## config.mk

```make
export PLATFORM = sky130hd
export DESIGN_NAME = branch_seq_ctrl
export DESIGN_NICKNAME = d
export VERILOG_FILES = /design/src/rtl/branch_seq_ctrl.sv
export SDC_FILE = /design/constraint.sdc
export NUM_CORES = 1
export LEC_CHECK = 0
export ABC_CLOCK_PERIOD_IN_PS = 2900
export CORE_ASPECT_RATIO = 1.1
export CORE_MARGIN = 2
export CORE_UTILIZATION = 47
export DETAILED_ROUTE_END_ITERATION = 6
export MAX_ROUTING_LAYER = met4
export PLACE_DENSITY = 0.87
export SLEW_MARGIN = 10
export SYNTH_ARGS = -nofsm -noshare
export SYNTH_HDL_FRONTEND = slang
export SYNTH_SLANG_ARGS = --single-unit
```

## constraint.sdc

```tcl
create_clock -name clk -period 2.9 [get_ports clk]
set_input_delay 0.29 -clock clk [delete_from_list [all_inputs] [get_ports clk]]
set_output_delay 0.29 -clock clk [all_outputs]
set_load 0.03 [all_outputs]
```

## src/rtl/branch_seq_ctrl.sv

```systemverilog
// branch_seq_ctrl: sequences jump resolution between decode, the flag
// register and the jump-condition evaluator. Stalls the front end, waits
// for outstanding flag writes, wakes the evaluator for one cycle and turns a
// taken decision into a PC redirect plus an IF/ID flush window. Keeps
// saturating taken/not-taken statistics.
module branch_seq_ctrl #(
    parameter int ADDR_W       = 32,
    parameter int FLUSH_CYCLES = 2,
    parameter int WAIT_LIMIT   = 15,
    parameter int CNT_W        = 16
) (
    input  logic              clk,
    input  logic              rst,
    input  logic              br_valid,
    input  logic [3:0]        br_op,
    input  logic [ADDR_W-1:0] br_target,
    input  logic              flags_pending,
    input  logic              jmp,
    output logic              jmp_wake,
    output logic [3:0]        jmp_op,
    output logic              stall,
    output logic              pc_load,
    output logic [ADDR_W-1:0] pc_target,
    output logic              flush_if,
    output logic              flush_id,
    output logic              illegal_op,
    output logic              wait_timeout,
    input  logic              cnt_clear,
    output logic [CNT_W-1:0]  taken_cnt,
    output logic [CNT_W-1:0]  nottaken_cnt
);

    typedef enum logic [1:0] {
        S_IDLE       = 2'd0,
        S_WAIT_FLAGS = 2'd1,
        S_RESOLVE    = 2'd2,
        S_FLUSH      = 2'd3
    } state_t;

    // Last index of each counted window (counters start at 0 on entry)
    localparam logic [7:0]       LP_WAIT_LAST  = 8'(WAIT_LIMIT - 1);
    localparam logic [3:0]       LP_FLUSH_LAST = 4'(FLUSH_CYCLES - 1);
    localparam logic [CNT_W-1:0] LP_CNT_MAX    = {CNT_W{1'b1}};

    state_t            r_state;
    state_t            w_next;
    logic [7:0]        r_wait_cnt;
    logic [3:0]        r_flush_cnt;
    logic [3:0]        r_jmp_op;
    logic [ADDR_W-1:0] r_target;
    logic              r_illegal;
    logic [CNT_W-1:0]  r_taken_cnt;
    logic [CNT_W-1:0]  r_nottaken_cnt;
    logic              w_latch;
    logic              w_timeout;
    logic              w_resolve;
    logic              w_flush_last;

    assign w_resolve    = (r_state == S_RESOLVE);
    assign w_flush_last = (r_flush_cnt == LP_FLUSH_LAST);

    // State register; async reset aborts any in-flight redirect
    always_ff @(posedge clk or posedge rst) begin
        if (rst) begin
            r_state <= S_IDLE;
        end else begin
            r_state <= w_next;
        end
    end

    // Next-state decode, branch capture strobe and timeout detection
    always_comb begin
        w_next    = r_state;
        w_latch   = 1'b0;
        w_timeout = 1'b0;
        case (r_state)
            S_IDLE: begin
                if (br_valid) begin
                    w_latch = 1'b1;
                    w_next  = flags_pending ? S_WAIT_FLAGS : S_RESOLVE;
                end
            end
            S_WAIT_FLAGS: begin
                if (!flags_pending) begin
                    w_next = S_RESOLVE;
                end else if (r_wait_cnt == LP_WAIT_LAST) begin
                    w_timeout = 1'b1;
                    w_next    = S_RESOLVE;
                end
            end
            S_RESOLVE: begin
                w_next = jmp ? S_FLUSH : S_IDLE;
            end
            S_FLUSH: begin
                if (w_flush_last) begin
                    w_next = S_IDLE;
                end
            end
            default: begin
                w_next = S_IDLE;
            end
        endcase
    end

    // Window counters: held at zero outside their state so entry starts at 0
    always_ff @(posedge clk or posedge rst) begin
        if (rst) begin
            r_wait_cnt  <= 8'd0;
            r_flush_cnt <= 4'd0;
        end else begin
            r_wait_cnt  <= (r_state == S_WAIT_FLAGS) ? r_wait_cnt + 8'd1 : 8'd0;
            r_flush_cnt <= (r_state == S_FLUSH) ? r_flush_cnt + 4'd1 : 4'd0;
        end
    end

    // Capture condition code and target when a jump is accepted in IDLE
    always_ff @(posedge clk or posedge rst) begin
        if (rst) begin
            r_jmp_op <= 4'd0;
            r_target <= '0;
        end else if (w_latch) begin
            r_jmp_op <= br_op;
            r_target <= br_target;
        end
    end

    // Illegal-code pulse in the cycle following RESOLVE
    always_ff @(posedge clk or posedge rst) begin
        if (rst) begin
            r_illegal <= 1'b0;
        end else begin
            r_illegal <= w_resolve && (r_jmp_op >= 4'd11);
        end
    end

    // Saturating statistics; clear wins over a same-cycle increment
    always_ff @(posedge clk or posedge rst) begin
        if (rst) begin
            r_taken_cnt    <= '0;
            r_nottaken_cnt <= '0;
        end else if (cnt_clear) begin
            r_taken_cnt    <= '0;
            r_nottaken_cnt <= '0;
        end else if (w_resolve) begin
            if (jmp && (r_taken_cnt != LP_CNT_MAX)) begin
                r_taken_cnt <= r_taken_cnt + 1'b1;
            end
            if (!jmp && (r_nottaken_cnt != LP_CNT_MAX)) begin
                r_nottaken_cnt <= r_nottaken_cnt + 1'b1;
            end
        end
    end

    assign jmp_wake     = w_resolve;
    assign jmp_op       = r_jmp_op;
    assign stall        = (r_state != S_IDLE) || br_valid;
    assign pc_load      = (r_state == S_FLUSH) && (r_flush_cnt == 4'd0);
    assign pc_target    = r_target;
    assign flush_if     = (r_state == S_FLUSH);
    assign flush_id     = (r_state == S_FLUSH);
    assign illegal_op   = r_illegal;
    assign wait_timeout = w_timeout;
    assign taken_cnt    = r_taken_cnt;
    assign nottaken_cnt = r_nottaken_cnt;

endmodule

```

**Yosys cells after proc, flatten, opt, wreduce, memory -nomap -nowiden**

Index checks and enable logic that the tools add are counted.

- Output and inout bits: 75
- Input bits: 42
- Flip-flop bits (word level): 83
- Word-level logic and storage cells: 58

- Reduce and logical (&&, ||, !) cells: 15
- Muxes and demuxes: 20
- Add/sub/neg operators: 4
- $lt $le $gt $ge: 1
- Equal/unequal tests: 10

Operator list:

| operator | count |
|---|---|
| 16-bit two-way mux | 6 |
| 16-bit by 1-bit adder with 16-bit output, second input constant | 2 |
| 16-bit != test, second input constant | 2 |
| 2-bit two-way mux | 6 |
| 8-bit by 1-bit adder with 8-bit output, second input constant | 1 |
| 8-bit by 4-bit equality test with 1-bit output, second input constant | 1 |
| 8-bit two-way mux | 1 |
| 2-bit one-hot mux with 4 select lines | 1 |
| 2-bit nonzero test | 4 |
| 1-bit two-way mux | 5 |
| 4-bit by 1-bit adder with 4-bit output, second input constant | 1 |
| 2-bit equality test, second input constant | 2 |
| 4-bit by 1-bit equality test with 1-bit output, second input constant | 1 |
| 4-bit greater-or-equal comparator, second input constant | 1 |
| 1-bit logical AND | 4 |
| 4-bit logical NOT | 1 |
| 4-bit two-way mux | 1 |
| 2-bit AND reduction | 2 |
| 3-bit != test, second input constant | 1 |
| 3-bit AND reduction | 1 |
| 2-bit by 1-bit equality test with 1-bit output, second input constant | 1 |
| 2-bit logical NOT | 1 |
| 2-bit by 1-bit != test with 1-bit output, second input constant | 1 |
| 2-bit != test, second input constant | 1 |
| other kinds (2) | 2 |

**Depth between registers and ports, before layout**

Gate-level depths: netlist of the first run.

- Depth after elaboration: 5
- Mapped depth: 7
- Mapped depth without buffers: 6

**Worst setup path after synthesis of the first run**

Ideal clock, no wire load.

- Kind: register to register
- Start: reg r_taken_cnt[0] (netlist: taken_cnt[0])
- End: reg r_taken_cnt[1] (netlist: taken_cnt[1])
- Library setup time: 0.132 ns
- Clock period less this slack: 2.387 ns
- Stages on the path, launching flop included: 7
- Data arrival time: 2.255 ns
- Buffers on the path: 1
- Path slack: 0.513 ns
- Data required time: 2.768 ns
- Cell sequence: dfrtp_1 > ha_1 > nand4_1 > o41ai_1 > clkbuf_1 > mux2i_1 > nor2_1

- Cells in the longest elaborated chain, start to end: 4
- Elaborated cells on any way between the ends: 8
- Those cells by class: add/sub (1); eq/ne (1); mux (3); reduce/logical (3)

RTL lines:

| item | RTL line | text |
|---|---|---|
| start: declaration | 52 | `logic [CNT_W-1:0] r_taken_cnt;` |
| start signal: assignment | 146 | `r_taken_cnt <= r_taken_cnt + 1'b1;` |
| 16-bit by 1-bit adder with 16-bit output or 16-bit != test (tied branches) | 146, 145 |  |
| 16-bit two-way mux or 1-bit logical AND (tied branches) | 145 | `if (jmp && (r_taken_cnt != LP_CNT_MAX)) begin` |
| 16-bit two-way mux or 2-bit nonzero test (tied branches) | - |  |
| 16-bit two-way mux or 2-bit AND reduction (tied branches) | - |  |

Several ways; a longest one is shown, not always the timed one. The select of a mux whose other input is x is not followed.
A chain may end at the register's enable or synchronous reset.

**Worst setup path after layout of the first run**

- Start: reg r_wait_cnt[0]
- End: out wait_timeout

- Cells in the longest elaborated chain, start to end: 4

RTL lines:

| item | RTL line | text |
|---|---|---|
| start: declaration | 47 | `logic [7:0] r_wait_cnt;` |
| start signal: assignment | 111 | `r_wait_cnt <= (r_state == S_WAIT_FLAGS) ? r_wait_cnt + 8'd1 : 8'd0;` |
| 8-bit by 4-bit equality test with 1-bit output | 86 | `end else if (r_wait_cnt == LP_WAIT_LAST) begin` |
| 1-bit two-way mux | 86 |  |
| 1-bit two-way mux | 84 | `if (!flags_pending) begin` |
| 1-bit two-way mux | 76 | `case (r_state)` |
| end: declaration | 27 | `output logic wait_timeout,` |

No other way between the ends.

==> results.sh, run 1 <==
export IMPL_critical_path_max_fanout=4
export IMPL_maxSlewViolCount=0
export IMPL_synth_seq_cells=83
export IMPL_yosysSeqAreaShare_pct=53.0
export IMPL_post_cts_buffers=0
export IMPL_cts_htree_levels=3
export IMPL_grt_max_degree=84
export IMPL_ant_nets=0
export IMPL_yosys_warnings=0
export IMPL_die_w_um=91.1
export IMPL_reg2reg_slack_ns=0.37
export IMPL_synthArstFlopShare_pct=100
export IMPL_crit_required_ns=2.61
export IMPL_worstHoldPathType="input port to asynchronous set/reset pin"
export IMPL_wire_per_inst_um=16.0
export IMPL_rsz0062_at_grt="false"
export IMPL_antenna_found_initial=0
export IMPL_fin_area_um2=5460
export IMPL_syn_cell_area_um2=3920
export IMPL_clk_pin_slew_worst_paths_ns=0.08
export IMPL_postCtsHoldBufs=0
export IMPL_drive_above_1_share_pct=15.3
export IMPL_fin_crit_ns=2.58
export IMPL_grt_pass1_wl_mm=15.7
export IMPL_synth_cell_types=39
export IMPL_period_share_pct=88.9
export IMPL_wl_mm=9.33
export IMPL_worstMarginPinSlew_ns=0.851
export IMPL_utilization_pct=68.2
export IMPL_power_mw=4.64
export IMPL_final_nets=520
export IMPL_yosys_most_used_dff="dfrtp_1"
export IMPL_fin_ws_ns=0.321
export IMPL_placementRows=34
export IMPL_first_pass_iters=4
export IMPL_pin_count=117
export IMPL_cts_sinks=83
export IMPL_io_buffers=116
export IMPL_drc=0
export IMPL_fill_cells=649
export IMPL_coreArea_um2=8000
export IMPL_worstSkewPairLatency_ns=0.34
export IMPL_relSlewSlack_pct=42.7
export IMPL_setup_tns_ns=0
export IMPL_max_freq_ghz=0.388
export IMPL_root_buffer="clkbuf_8"
export IMPL_grt_overflow=0
export IMPL_dieArea_um2=9090
export IMPL_cts_buffers=9
export IMPL_cts_tree="built"
export IMPL_fp_dieH_um=99.8
export IMPL_start_util_pct=49.0
export IMPL_place_ws_ns=0.234
export IMPL_critPathLaunchType="flip-flop"
export IMPL_drt_iter0_drc=187
export IMPL_hpwl_mm=6.61
export IMPL_vias=3311
export IMPL_syn_inst=356
export IMPL_hold_violations=0
export IMPL_placed_area_um2=5210
export IMPL_p_leak_nw=2.16
export IMPL_synth_edff_count=0
export IMPL_outcome="completed"
export IMPL_peakVddDrop_mv=0.689
export IMPL_vias_per_cell=5.67
export IMPL_finalSetupViolCount=0
export IMPL_cts_buffer_depth=2
export IMPL_drv_cap=0
export IMPL_power_density_nw_per_um2=850
export IMPL_grt_usage_pct=21.7
export IMPL_grt_pass1_vias=3359
export IMPL_syn_to_final_growth_pct=39.2
export IMPL_crit_type="flip-flop to primary output"
export IMPL_clock_skew_ns=0.00768
export IMPL_diodes=0
export IMPL_synth_nets=405
export IMPL_cp_end_kind="primary output"
export IMPL_ctsResizeCount=0
export IMPL_synth_avg_cell_area_um2=11.0
export IMPL_gp_congestion=0.879
export IMPL_arrival_ns=2.29
## flip-flops by register name, indices dropped and copies added, names as in the netlist
name and cells:
nottaken_cnt 16, r_state 2, taken_cnt 16, r_wait_cnt 8, pc_target 32, jmp_op 4, r_flush_cnt 4, illegal_op 1
## per-layer routing
layer	vias up	part of all wire (%)	track usage, %
li1	1526	-	-
met3	16	6.3	4.20
met1	1637	42	26.7
met4	0	1.6	7.11
met2	132	51	36.6
met5	-	0	-
## synthesized netlist by cell type (all sizes together), types with 2 or more instances
master,instances,area share [%]
o31ai,12,2.3
nor3,4,0.51
clkbuf,14,1.3
and3b,2,0.45
o41ai,2,0.45
dfrtp,83,53
nand2,12,1.1
a41oi,2,0.45
a21oi,25,3.2
nor3b,3,0.57
nor4,3,0.48
inv,11,1.1
ha,7,2.2
xnor2,3,0.67
or4,15,2.9
nor2,24,2.3
or3,11,1.8
or2,3,0.48
buf,4,0.70
and3,5,0.80
nor2b,7,1.1
nand3,22,2.8
nand4,9,1.4
mux2,42,12
xor2,6,1.3
and4,3,0.67
a31o,2,0.45
nand2b,3,0.48
o21ai,10,1.3
## cell families after synthesis
kind of cell,after synthesis,share of synthesized area (%)
flip-flops,83,53.0
XOR/XNOR,9,2.01
adder cells (fa/ha/maj),7,2.23
multiplexers,43,12.3
AND/OR/NAND/NOR,129,18.6
buffers and inverters,29,3.10
AO/OA/AOI/OAI,56,8.78
## metrics by stage
step,instances,hold WS [ns]
floorplan,356,0.442
global placement,568,0.461
detailed placement,568,0.480
CTS,584,0.385
global route,584,0.404
finish,584,0.363
## report_power, final
| part | internal (mW) | total [mW] | switching, mW |
|---|---|---|---|
| clock network | 0.597 | 0.995 | 0.398 |
| registers | 1.46 | 1.68 | 0.219 |
| logic | 0.905 | 1.96 | 1.06 |
## layout make-up
| cell class | count | area [µm²] | area share (%) |
|---|---|---|---|
| clock inverters | 4 | 97.6 | 1.79 |
| flip-flops and latches | 83 | 2080 | 38.1 |
| well taps | 108 | 135 | 2.48 |
| inverters | 11 | 42.5 | 0.780 |
| multi-input cells | 244 | 1740 | 31.9 |
| clock buffers | 12 | 145 | 2.66 |
| repair buffers | 122 | 1220 | 22.3 |
## worst paths after layout
check / start / to / depth (start not counted)
max in group asynchronous: rst / taken_cnt[3]$_DFFE_PP0P_ / 3
min in group clk: r_wait_cnt[0]$_DFF_PP0_ / r_wait_cnt[0]$_DFF_PP0_ / 1
setup / recovery: r_wait_cnt[0]$_DFF_PP0_ / wait_timeout / 6
hold reg to reg: r_wait_cnt[0]$_DFF_PP0_ / r_wait_cnt[0]$_DFF_PP0_ / 1
hold / removal: rst / pc_target[17]$_DFFE_PP0P_ / 3
setup reg to reg: r_state[1]$_DFFE_PP0P_ / nottaken_cnt[15]$_DFFE_PP0P_ / 4
## critical path, stage by stage (launching register included)
cell             delay [ns]
dfrtp_1                0.41
inv_1                  0.07
ha_1                   0.14
nor3b_1                0.30
nand4_1                0.14
nor3_1                 0.19
clkdlybuf4s50_1        0.71
## layout by cell type, fill, tap and decap left out, types with 3 or more instances in the layout
| master | synthesis | routed |
|---|---|---|
| nand3_1 | 22 | 22 |
| mux2_2 | 42 | 42 |
| and3_1 | 5 | 5 |
| nand4_1 | 9 | 9 |
| or2_2 | 3 | 3 |
| nor3_1 | 4 | 4 |
| o21ai_0 | 10 | 10 |
| nor2b_1 | 7 | 7 |
| a21oi_1 | 25 | 25 |
| inv_1 | 11 | 10 |
| or3_1 | 11 | 11 |
| nor2_1 | 24 | 24 |
| nand2_1 | 12 | 12 |
| dfrtp_1 | 83 | 83 |
| ha_1 | 7 | 7 |
| clkbuf_8 | 0 | 10 |
| xnor2_1 | 3 | 3 |
| or4_1 | 15 | 15 |
| xor2_1 | 6 | 6 |
| nand2b_1 | 3 | 3 |
| clkdlybuf4s50_1 | 0 | 116 |
| buf_4 | 1 | 5 |
| bufinv_16 | 0 | 3 |
| and4_1 | 3 | 3 |
| o31ai_1 | 12 | 12 |
Note: power is estimated with default switching activity, not from simulation.
==> run 2, diff against run 1 <==
Settings changed: CORE_MARGIN 2 to unset, CORE_UTILIZATION 47 to 40, PLACE_DENSITY 0.87 to 0.77.
==> results.sh, run 2 (synthesis gave the netlist of run 1 again) <==
export IMPL_p_leak_nw=2.14
export IMPL_fp_dieH_um=106
export IMPL_grt_overflow=0
export IMPL_die_w_um=96.4
export IMPL_rsz0062_at_grt="false"
export IMPL_final_cell_mix="clkdlybuf4s50_1 (116), dfrtp_1 (83), mux2_2 (42)"
export IMPL_reg2reg_slack_ns=0.43
export IMPL_drt_iter0_drc=89
export IMPL_peakVddDrop_mv=0.609
export IMPL_instances_no_fill=592
export IMPL_worstSkewPairLatency_ns=0.37
export IMPL_ant_nets=0
export IMPL_gp_congestion=0.838
export IMPL_cp_end_kind="primary output"
export IMPL_placementRows=37
export IMPL_final_common_cell="clkdlybuf4s50_1"
export IMPL_coreArea_um2=9440
export IMPL_fin_crit_ns=2.59
export IMPL_vias_per_cell=5.48
export IMPL_io_buffers=116
export IMPL_worstReg2RegStart="r_state[1]$_DFFE_PP0P_"
export IMPL_reg2reg_depth=4
export IMPL_crit_required_ns=2.61
export IMPL_pin_count=117
export IMPL_setup_tns_ns=0
export IMPL_first_pass_iters=4
export IMPL_busiest_layer="met2"
export IMPL_worstMarginPinSlew_ns=0.745
export IMPL_use_met1_pct=24.7
export IMPL_dp_cells=576
export IMPL_hpwl_mm=6.69
export IMPL_drc=0
export IMPL_placed_area_um2=5230
export IMPL_period_share_pct=89.2
export IMPL_wire_per_inst_um=15.7
export IMPL_cts_tree="built"
export IMPL_worstReg2RegEnd="nottaken_cnt[13]$_DFFE_PP0P_"
export IMPL_grt_pass1_vias=3289
export IMPL_root_buffer="clkbuf_8"
export IMPL_use_met2_pct=31.7
export IMPL_grt_pass1_wl_mm=15.2
export IMPL_critical_path_max_fanout=4
export IMPL_arrival_ns=2.30
export IMPL_fin_area_um2=5430
export IMPL_ctsResizeCount=0
export IMPL_post_cts_buffers=0
export IMPL_cts_sinks=83
export IMPL_vias=3246
export IMPL_start_util_pct=41.5
export IMPL_met3_usage_pct=5.77
export IMPL_wl_mm=9.30
export IMPL_grt_usage_pct=20.2
export IMPL_worstHoldPathType="input port to asynchronous set/reset pin"
export IMPL_postCtsHoldBufs=0
export IMPL_cts_buffers=9
export IMPL_hold_violations=0
export IMPL_drive_above_1_share_pct=15.6
export IMPL_cts_htree_levels=3
export IMPL_maxSlewViolCount=0
export IMPL_relSlewSlack_pct=50.3
export IMPL_power_density_nw_per_um2=827
export IMPL_cts_buffer_depth=2
export IMPL_syn_to_final_growth_pct=38.6
export IMPL_finalSetupViolCount=0
export IMPL_outcome="completed"
export IMPL_largest_register_ffs=32
export IMPL_grt_max_degree=44
export IMPL_dieArea_um2=10200
export IMPL_clock_skew_ns=0.00714
export IMPL_clk_pin_slew_worst_paths_ns=0.09
export IMPL_antenna_found_initial=0
export IMPL_diodes=0
export IMPL_crit_type="flip-flop to primary output"
export IMPL_drv_cap=0
export IMPL_max_freq_ghz=0.387
export IMPL_final_nets=519
export IMPL_critPathLaunchType="flip-flop"
[run 2: cell count changes in the layout (fill, tap and decap cells not counted), sizes merged]
cell,previous run,this run
clkbuf,12,10
clkinv,1,2
buf,6,5
bufinv,3,1
clkinvlp,1,4
[run 2: how the worst max path moves through the flow]
stage          slack (ns)                     from                            to  cells after the start
2_1_floorplan        0.47                      rst          illegal_op$_DFF_PP0_                      1
3_3_place_gp         0.30                      jmp  nottaken_cnt[13]$_DFFE_PP0P_                      5
3_5_place_dp         0.24                      jmp  nottaken_cnt[13]$_DFFE_PP0P_                      5
4_1_cts              0.30  r_wait_cnt[0]$_DFF_PP0_                  wait_timeout                      6
5_1_grt              0.19  r_wait_cnt[0]$_DFF_PP0_                  wait_timeout                      6
6_report             0.31  r_wait_cnt[0]$_DFF_PP0_                  wait_timeout                      6
[run 2: cell type report]
class / count / area [µm²]
clock buffer: 10 / 138
clock inverter: 6 / 65.1
fill: 830 / 4010
inverter: 11 / 42.5
multi-input combinational: 244 / 1740
sequential: 83 / 2080
tap: 117 / 146
timing repair buffer: 121 / 1220
[run 2: per-stage QoR]
| step | utilization (%) | hold slack [ns] | setup slack, ns | total power, mW |
|---|---|---|---|---|
| global placement | 55.4 | 0.459 | 0.299 | 3.63 |
| global route | 57.5 | 0.403 | 0.188 | 4.73 |
| finish | 57.5 | 0.347 | 0.313 | 4.50 |
| CTS | 57.5 | 0.371 | 0.297 | 4.55 |
| floorplan | - | 0.442 | 0.473 | 2.86 |
| detailed placement | 55.4 | 0.488 | 0.241 | 3.68 |
[run 2: power by group]
group / total (mW) / internal, mW / switching [mW]
clock network: 0.852 / 0.419 / 0.433
logic: 1.97 / 0.907 / 1.06
registers: 1.67 / 1.46 / 0.211
total: 4.50 / 2.79 / 1.71
[run 2: routing by layer]
metal | wire length, µm | part of all wire (%)
met1 | 3920 | 42
met2 | 4590 | 49
met3 | 664 | 7.1
met4 | 124 | 1.3
met5 | 0 | 0
[run 2: critical path, stage by stage, from the launching register on]
cell,delay [ns]
dfrtp_1,0.41
inv_1,0.07
ha_1,0.14
nor3b_1,0.26
nand4_1,0.13
nor3_1,0.19
clkdlybuf4s50_1,0.73
